===== config.mk =====
export PLATFORM = sky130hd
export DESIGN_NAME = rle_decode
export DESIGN_NICKNAME = d
export VERILOG_FILES = /design/src/rtl/rle_pkg.sv /design/src/rtl/rle_word_pack.sv /design/src/rtl/rle_decode.sv
export SDC_FILE = /design/constraint.sdc
export NUM_CORES = 1
export LEC_CHECK = 0
export ABC_AREA = 0
export CAP_MARGIN = 25
export CELL_PAD_IN_SITES_DETAIL_PLACEMENT = 1
export CELL_PAD_IN_SITES_GLOBAL_PLACEMENT = 1
export CORE_MARGIN = 2
export CORE_UTILIZATION = 39
export DETAILED_ROUTE_END_ITERATION = 10
export PLACE_DENSITY_LB_ADDON = 0.1
export SLEW_MARGIN = 20
export SYNTH_ARGS = -nofsm -noshare
export SYNTH_HDL_FRONTEND = slang
export SYNTH_SLANG_ARGS = --single-unit

===== constraint.sdc =====
create_clock -name clk -period 4.9 [get_ports clk]
set_clock_uncertainty 0.15 [all_clocks]
set_input_delay 0.98 -clock clk [delete_from_list [all_inputs] [get_ports clk]]
set_output_delay 0.98 -clock clk [all_outputs]
set_load 0.01 [all_outputs]

===== src/rtl/rle_pkg.sv =====
// rtl/rle_pkg.sv - shared RLE stream format definitions and decoder state encoding
package rle_pkg;

  typedef enum logic [2:0] {
    ST_IDLE,
    ST_RD_ADDR,
    ST_RD_DATA,
    ST_EXPAND,
    ST_WR,
    ST_FLUSH,
    ST_FINISH
  } rle_state_e;

  localparam int PAIR_W         = 16;
  localparam int CNT_LSB        = 0;
  localparam int VAL_LSB        = 8;
  localparam int BYTES_PER_WORD = 4;

  // Pair 0 lives in the low half of a stream word, pair 1 in the high half.
  function automatic logic [PAIR_W-1:0] pair_of(input logic [31:0] word, input logic sel);
    return sel ? word[2*PAIR_W-1:PAIR_W] : word[PAIR_W-1:0];
  endfunction

endpackage


===== src/rtl/rle_word_pack.sv =====
// rtl/rle_word_pack.sv - little-endian byte-to-word packer for the decoder output path
module rle_word_pack
  import rle_pkg::*;
(
  input  logic        clk,
  input  logic        nreset,
  input  logic        push_i,
  input  logic        clear_i,
  input  logic [7:0]  byte_i,
  output logic [31:0] word_o,
  output logic        almost_full_o,
  output logic        pending_o
);

  logic [2:0]  cnt_q;
  logic [31:0] word_q;

  always_ff @(posedge clk or negedge nreset) begin
    if (!nreset) begin
      cnt_q  <= '0;
      word_q <= '0;
    end else if (clear_i) begin
      cnt_q  <= '0;
      word_q <= '0;
    end else if (push_i) begin
      word_q <= word_q | ({24'd0, byte_i} << {cnt_q[1:0], 3'b000});
      cnt_q  <= cnt_q + 3'd1;
    end
  end

  assign word_o        = word_q;
  assign almost_full_o = (cnt_q == 3'(BYTES_PER_WORD - 1));
  assign pending_o     = (cnt_q != 3'd0);

endmodule


===== src/rtl/rle_decode.sv =====
// rtl/rle_decode.sv - RLE frame decompressor reading and writing one single-ported dpsram
module rle_decode
  import rle_pkg::*;
#(
  parameter int ADDR_W = 16,
  parameter int LEN_W  = 32
) (
  input  logic              clk,
  input  logic              nreset,
  input  logic              start,
  input  logic [31:0]       rle_addr,
  input  logic [LEN_W-1:0]  rle_size,
  input  logic [31:0]       out_addr,
  output logic [LEN_W-1:0]  out_size,
  output logic              done,
  output logic              port_A_clk,
  output logic [ADDR_W-1:0] port_A_addr,
  output logic              port_A_we,
  output logic [31:0]       port_A_data_in,
  input  logic [31:0]       port_A_data_out
);

  rle_state_e        state_q, wr_next_q, route_d;
  logic [ADDR_W-1:0] rd_addr_q, wr_addr_q, addr_q;
  logic [LEN_W-1:0]  pairs_left_q, out_size_q;
  logic [7:0]        cnt_left_q, val_q;
  logic [PAIR_W-1:0] hi_pair_q, rd_lo, rd_hi;
  logic              pair_sel_q, we_q, done_q;
  logic              push, pair_done, filled, last_pair, pk_clear;
  logic              pk_almost_full, pk_pending;
  logic              unused_addr_bits;

  assign unused_addr_bits = ^{rle_addr[31:ADDR_W], out_addr[31:ADDR_W]};

  rle_word_pack u_pack (
    .clk           (clk),
    .nreset        (nreset),
    .push_i        (push),
    .clear_i       (pk_clear),
    .byte_i        (val_q),
    .word_o        (port_A_data_in),
    .almost_full_o (pk_almost_full),
    .pending_o     (pk_pending)
  );

  always_comb begin
    rd_lo     = pair_of(port_A_data_out, 1'b0);
    rd_hi     = pair_of(port_A_data_out, 1'b1);
    push      = (state_q == ST_EXPAND) && (cnt_left_q != 8'd0);
    pair_done = (state_q == ST_EXPAND) && (cnt_left_q <= 8'd1);
    filled    = push && pk_almost_full;
    last_pair = (pairs_left_q == LEN_W'(1));
    pk_clear  = (state_q == ST_WR) || (state_q == ST_FLUSH) || ((state_q == ST_IDLE) && start);
    // Where to go once the current byte (if any) is emitted, ignoring a full buffer.
    route_d = ST_EXPAND;
    if (pair_done) begin
      if (last_pair)       route_d = ST_FINISH;
      else if (pair_sel_q) route_d = ST_RD_ADDR;
      else                 route_d = ST_EXPAND;
    end
  end

  always_ff @(posedge clk or negedge nreset) begin
    if (!nreset) begin
      state_q      <= ST_IDLE;
      wr_next_q    <= ST_IDLE;
      rd_addr_q    <= '0;
      wr_addr_q    <= '0;
      addr_q       <= '0;
      pairs_left_q <= '0;
      out_size_q   <= '0;
      cnt_left_q   <= '0;
      val_q        <= '0;
      hi_pair_q    <= '0;
      pair_sel_q   <= 1'b0;
      we_q         <= 1'b0;
      done_q       <= 1'b0;
    end else begin
      case (state_q)
        ST_IDLE: begin
          if (start) begin
            rd_addr_q    <= rle_addr[ADDR_W-1:0];
            wr_addr_q    <= out_addr[ADDR_W-1:0];
            pairs_left_q <= rle_size >> 1;
            out_size_q   <= '0;
            done_q       <= 1'b0;
            if (rle_size[LEN_W-1:1] == '0) begin
              state_q <= ST_FINISH;
            end else begin
              addr_q  <= rle_addr[ADDR_W-1:0];
              state_q <= ST_RD_ADDR;
            end
          end
        end
        ST_RD_ADDR: state_q <= ST_RD_DATA;
        ST_RD_DATA: begin
          cnt_left_q <= rd_lo[CNT_LSB +: 8];
          val_q      <= rd_lo[VAL_LSB +: 8];
          hi_pair_q  <= rd_hi;
          pair_sel_q <= 1'b0;
          rd_addr_q  <= rd_addr_q + ADDR_W'(BYTES_PER_WORD);
          state_q    <= ST_EXPAND;
        end
        ST_EXPAND: begin
          if (push) begin
            out_size_q <= out_size_q + LEN_W'(1);
            cnt_left_q <= cnt_left_q - 8'd1;
          end
          if (pair_done) pairs_left_q <= pairs_left_q - LEN_W'(1);
          if (pair_done && (route_d == ST_EXPAND)) begin
            pair_sel_q <= 1'b1;
            cnt_left_q <= hi_pair_q[CNT_LSB +: 8];
            val_q      <= hi_pair_q[VAL_LSB +: 8];
          end
          if (filled) begin
            wr_next_q <= route_d;
            addr_q    <= wr_addr_q;
            we_q      <= 1'b1;
            state_q   <= ST_WR;
          end else if ((route_d == ST_FINISH) && (push || pk_pending)) begin
            addr_q  <= wr_addr_q;
            we_q    <= 1'b1;
            state_q <= ST_FLUSH;
          end else begin
            if (route_d == ST_RD_ADDR) addr_q <= rd_addr_q;
            state_q <= route_d;
          end
        end
        ST_WR: begin
          we_q      <= 1'b0;
          wr_addr_q <= wr_addr_q + ADDR_W'(BYTES_PER_WORD);
          if (wr_next_q == ST_RD_ADDR) addr_q <= rd_addr_q;
          state_q   <= wr_next_q;
        end
        ST_FLUSH: begin
          we_q      <= 1'b0;
          wr_addr_q <= wr_addr_q + ADDR_W'(BYTES_PER_WORD);
          state_q   <= ST_FINISH;
        end
        ST_FINISH: begin
          done_q  <= 1'b1;
          state_q <= ST_IDLE;
        end
        default: state_q <= ST_IDLE;
      endcase
    end
  end

  assign port_A_clk  = clk;
  assign port_A_addr = addr_q;
  assign port_A_we   = we_q;
  assign out_size    = out_size_q;
  assign done        = done_q;

endmodule


## Word-level counts from Yosys, hierarchy flattened

Index checks and enable logic that the tools add are counted.
Widths: inputs -> output; s select.

| operators by class | value |
|---|---|
| $add $sub $neg | 6 |
| bitwise logic cells | 1 |
| mux-type cells | 41 |
| order comparisons | 1 |
| eq/ne operators | 21 |
| reduce and logical (&&, ||, !) cells | 32 |
| shift-type cells | 1 |

Operators by type and width:

| kind | count |
|---|---|
| $mux 32 | 6 |
| $mux 16 | 8 |
| $pmux 32 s2 | 2 |
| $pmux 16 s2 | 2 |
| $pmux 16 s3 | 1 |
| $add 16x3->16 const B | 2 |
| $add 32x1->32 const B | 1 |
| $eq 32x1->1 const B | 1 |
| $or 32x32->32 | 1 |
| $pmux 8 s2 | 2 |
| $shl 8x5->32 | 1 |
| $sub 32x1->32 const B | 1 |
| $logic_not 31->1 | 1 |
| $mux 3 | 8 |
| $mux 8 | 3 |
| $pmux 3 s6 | 1 |
| $reduce_and 2->1 | 7 |
| $reduce_bool 2->1 | 7 |
| $eq 3x2->1 const B | 4 |
| $eq 3x3->1 const B | 4 |
| $eq 3x1->1 const B | 3 |
| $le 8x1->1 const B | 1 |
| $ne 2x2->1 const B | 4 |
| $reduce_bool 8->1 | 1 |
| 15 further kinds | 31 |

| storage, ports and cells | value |
|---|---|
| register bits | 188 |
| word-level logic and storage cells | 118 |
| input bits | 131 |
| output and inout bits | 83 |

## Longest topological paths before layout

| logic depth | value |
|---|---|
| word-level depth | 8 |
| mapped depth | 10 |
| gate-level depth less buffers | 8 |

## Cells and area by module

From an unflattened synthesis, not the netlist that was laid out.

| unflattened totals | value |
|---|---|
| cells, all modules | 1081 |
| area total of the unflattened synthesis | 9774.4 um^2 |

Modules (own cells, without submodules):

| module | times used | area each (um^2) | sequential area each (um^2) | cells an instance |
|---|---|---|---|---|
| rle_decode | 1 | 8320.5 | 3828.7 | 951 |
| rle_word_pack | 1 | 1453.9 | 875.8 | 130 |

==> flow_summary.yaml <==
outcome:
  status: "completed"
detailed_routing:
  vias_per_cell: 5.67
  drtIter0Drc: 493
  routed_wl_um: 29800
  drt_first_pass_iters: 5
  via_count: 8992
  wire_per_inst_um: 18.8
  drc: 0
  drtAntennaViolNets: 0
floorplanning:
  initial_utilization_pct: 40.0
  io-pin-count: 214
  die_x_um: 162
  rows: 57
  die_y_um: 162
  coreArea_um2: 24500
  fp.dieArea_um2: 26400
clock_network:
  clk_latency_ps: 550
  path_clk_slew_ps: 80
  cts_tree: "yes"
  post_cts_buffers: 0
  ctsHoldBuffers: 0
  cts_resized: 0
placement:
  hpwl_um: 20700
  port_buffers: 180
  placed_cells: 1549
  gp_congestion: 0.790
timing:
  drv_slew: 0
  hold_viol_final: 0
  tightest_slew_ps: 988
  grt_setup_unrepaired: "false"
  setup_violations: 0
  slew_headroom_pct: 34.1
  setup_tns_ps: 0
  timing.hold.ws_ps: 332
final_layout:
  fillCellCount: 2770
  syn2layout_area_growth_pct: 29.5
  utilization_pct: 51.8
  layout-drive-gt1-share_pct: 8.33
  fin_nets: 1389
  final_cell_count_no_fill: 1586
setup_path:
  arrival_ps: 3160
  cp.buffers_inverters: 3
  crit_path_frequent_cell: "clkbuf_16"
  required_ps: 3770
  setup.worst_path.class: "clock port to output port"
  slowest_delay_ps: 460
  worstPathMaxFanout: 2
  critPathLaunch: "clk"
  r2r-start: "cnt_left_q[0]"
  critPathCaptureType: "output port"
  cp-start-kind: "clock port"
  cp_cell_sequence: "clkbuf_16 -> clkbuf_16 -> clkdlybuf4s50_1"
  slowest_stage: "clkdlybuf4s50_1"
  critPathTopFamily: "buffers and inverters"
yosys:
  synthesis.nets: 1220
  ys_types: 64
  synth-edff-count: 0
  yosysWarnings: 0
  synth_most_common_cell: "dfrtp_1"
  ys_seq_area_share_pct: 48.1
  synth.cells.most_frequent: "dfrtp_1, nand2_1, nor2_1, a21oi_1, o21ai_0"
  synth_area_leaders: "dfrtp_1, nand2_1, nor2_1, a21oi_1, o21ai_0"
  avgSynthCellArea_um2: 9.07
  synthArstFlopShare_pct: 100
  synth_seq_cells: 188
  ys.flop_type: "dfrtp_1"
  yosysTopAreaCellShare_pct: 48.1
  synth_cells: 1079
  netlist_area_um2: 9790
  synth_top_cell_by_area: "dfrtp_1"
worst_hold_path:
  hold_path_class: "flop to flop"
  min-delay-start: "hi_pair_q[13]"
power:
  p_switching_mw: 3.17
  p_int_mw: 4.49
  clkPwrFrac_pct: 20.6
  swShare_pct: 41.4
  p_per_area_nw_per_um2: 604
  peakVddDrop_v: 0.000322
  combPwrFrac_pct: 42.2
  power.total_mw: 7.66
  sequentialPowerShare_pct: 37.1
  power_leakage_nw: 5.35
global_route:
  first_global_vias: 9482
  grt_pass1_wl_um: 49700
  groute.usage.overall_pct: 23.3
  grt_overflow: 0
  grt_max_degree: 109
  antenna_found_initial: 0
run:
  drv_cap: 0
==> cells in the final DEF (no fill, tap or decap), drive strengths merged, types with 4 or more instances in the layout <==
cell type / instances
a21oi: 83
clkbuf: 21
xor2: 16
buf: 25
clkdlybuf4s50: 179
nor3: 33
mux2i: 9
a32oi: 5
nand4: 21
nand3: 34
or2: 5
clkinv: 5
nor4: 24
nand2: 152
a31oi: 7
o22ai: 6
xnor2: 13
a311oi: 6
a22o: 22
a211oi: 11
mux2: 22
a221o: 25
ha: 10
o21ai: 73
nand2b: 4
and3: 17
or3: 12
o32ai: 6
inv: 34
nor2: 130
nor3b: 5
a22oi: 7
or4: 9
dfrtp: 188
==> through the flow <==
step / area, um2 / worst slack, ps
finish: 12700 / 612
global route: 12700 / 601
CTS: 12700 / 606
detailed placement: 12000 / 871
global placement: 12000 / 871
floorplan: 9790 / 1200
==> logic make-up after synthesis <==
family,share of synthesized area (%)
adder cells (fa/ha/maj),1.28
XOR/XNOR,2.60
AO/OA/AOI/OAI,19.0
buffers and inverters,3.35
flip-flops,48.1
AND/OR/NAND/NOR,21.9
multiplexers,3.84
==> worst register-to-register path, cell delays in order, from the launching register on <==
cell and delay [ps]:
dfrtp_1 440, inv_1 100, ha_1 230, or3b_2 530, o21ai_1 550, buf_4 280, nand2_1 70, and3_1 190
buf_4 210, o41ai_4 290, buf_4 350, mux2_2 380
==> area by class of cell <==
type                            instances  area [um2]  area share [%]
Multi-Input combinational cell        809        4780            37.7
Antenna cell                            1        2.50          0.0197
Timing Repair Buffer                  204        1990            15.7
Tap cell                              324         405            3.20
Sequential cell                       188        4700            37.1
Inverter                               24        90.1           0.711
Clock inverter                         15         189            1.49
Clock buffer                           21         510            4.03
==> power by group through the flow <==
stage	sequential [mW]	combinational [mW]	clock (mW)
6_report	2.84	3.23	1.58
5_1_grt	2.94	3.62	1.67
4_1_cts	2.83	3.27	1.62
3_5_place_dp	2.86	3.25	0.0208
3_3_place_gp	2.83	3.13	0.0208
2_1_floorplan	2.73	2.05	0.0168
==> flip-flops by register name, summed over array words and instances (netlist names), 3 cells and up <==
| register | count |
|---|---|
| wr_next_q | 3 |
| hi_pair_q | 16 |
| port_A_addr | 16 |
| cnt_left_q | 8 |
| rd_addr_q | 16 |
| out_size | 32 |
| u_pack.cnt_q | 3 |
| wr_addr_q | 16 |
| pairs_left_q | 32 |
| val_q | 8 |
| u_pack.word_o | 32 |
| state_q | 3 |
==> per-layer routing <==
metal,global-route usage (%),part of all wire [%],routed length (um),up-vias
met4,5.79,0.86,258,0
met3,3.54,3.1,922,17
li1,-,-,-,4275
met5,0,0,0,-
met2,38.9,49,14500,158
met1,32.1,47,14100,4542
==> worst paths after layout <==
path                                        end  slack (ps)  cells past startpoint
worst max-delay path                 port_A_clk         610                      3
worst min-delay path              hi_pair_q[13]         330                      2
worst max register to register  port_A_addr[10]        1010                     11
worst min register to register    hi_pair_q[13]         330                      2
max in group asynchronous            state_q[1]        3160                      2
min in group asynchronous          out_size[21]         400                      1
Note: power is estimated with default switching activity, not from simulation.
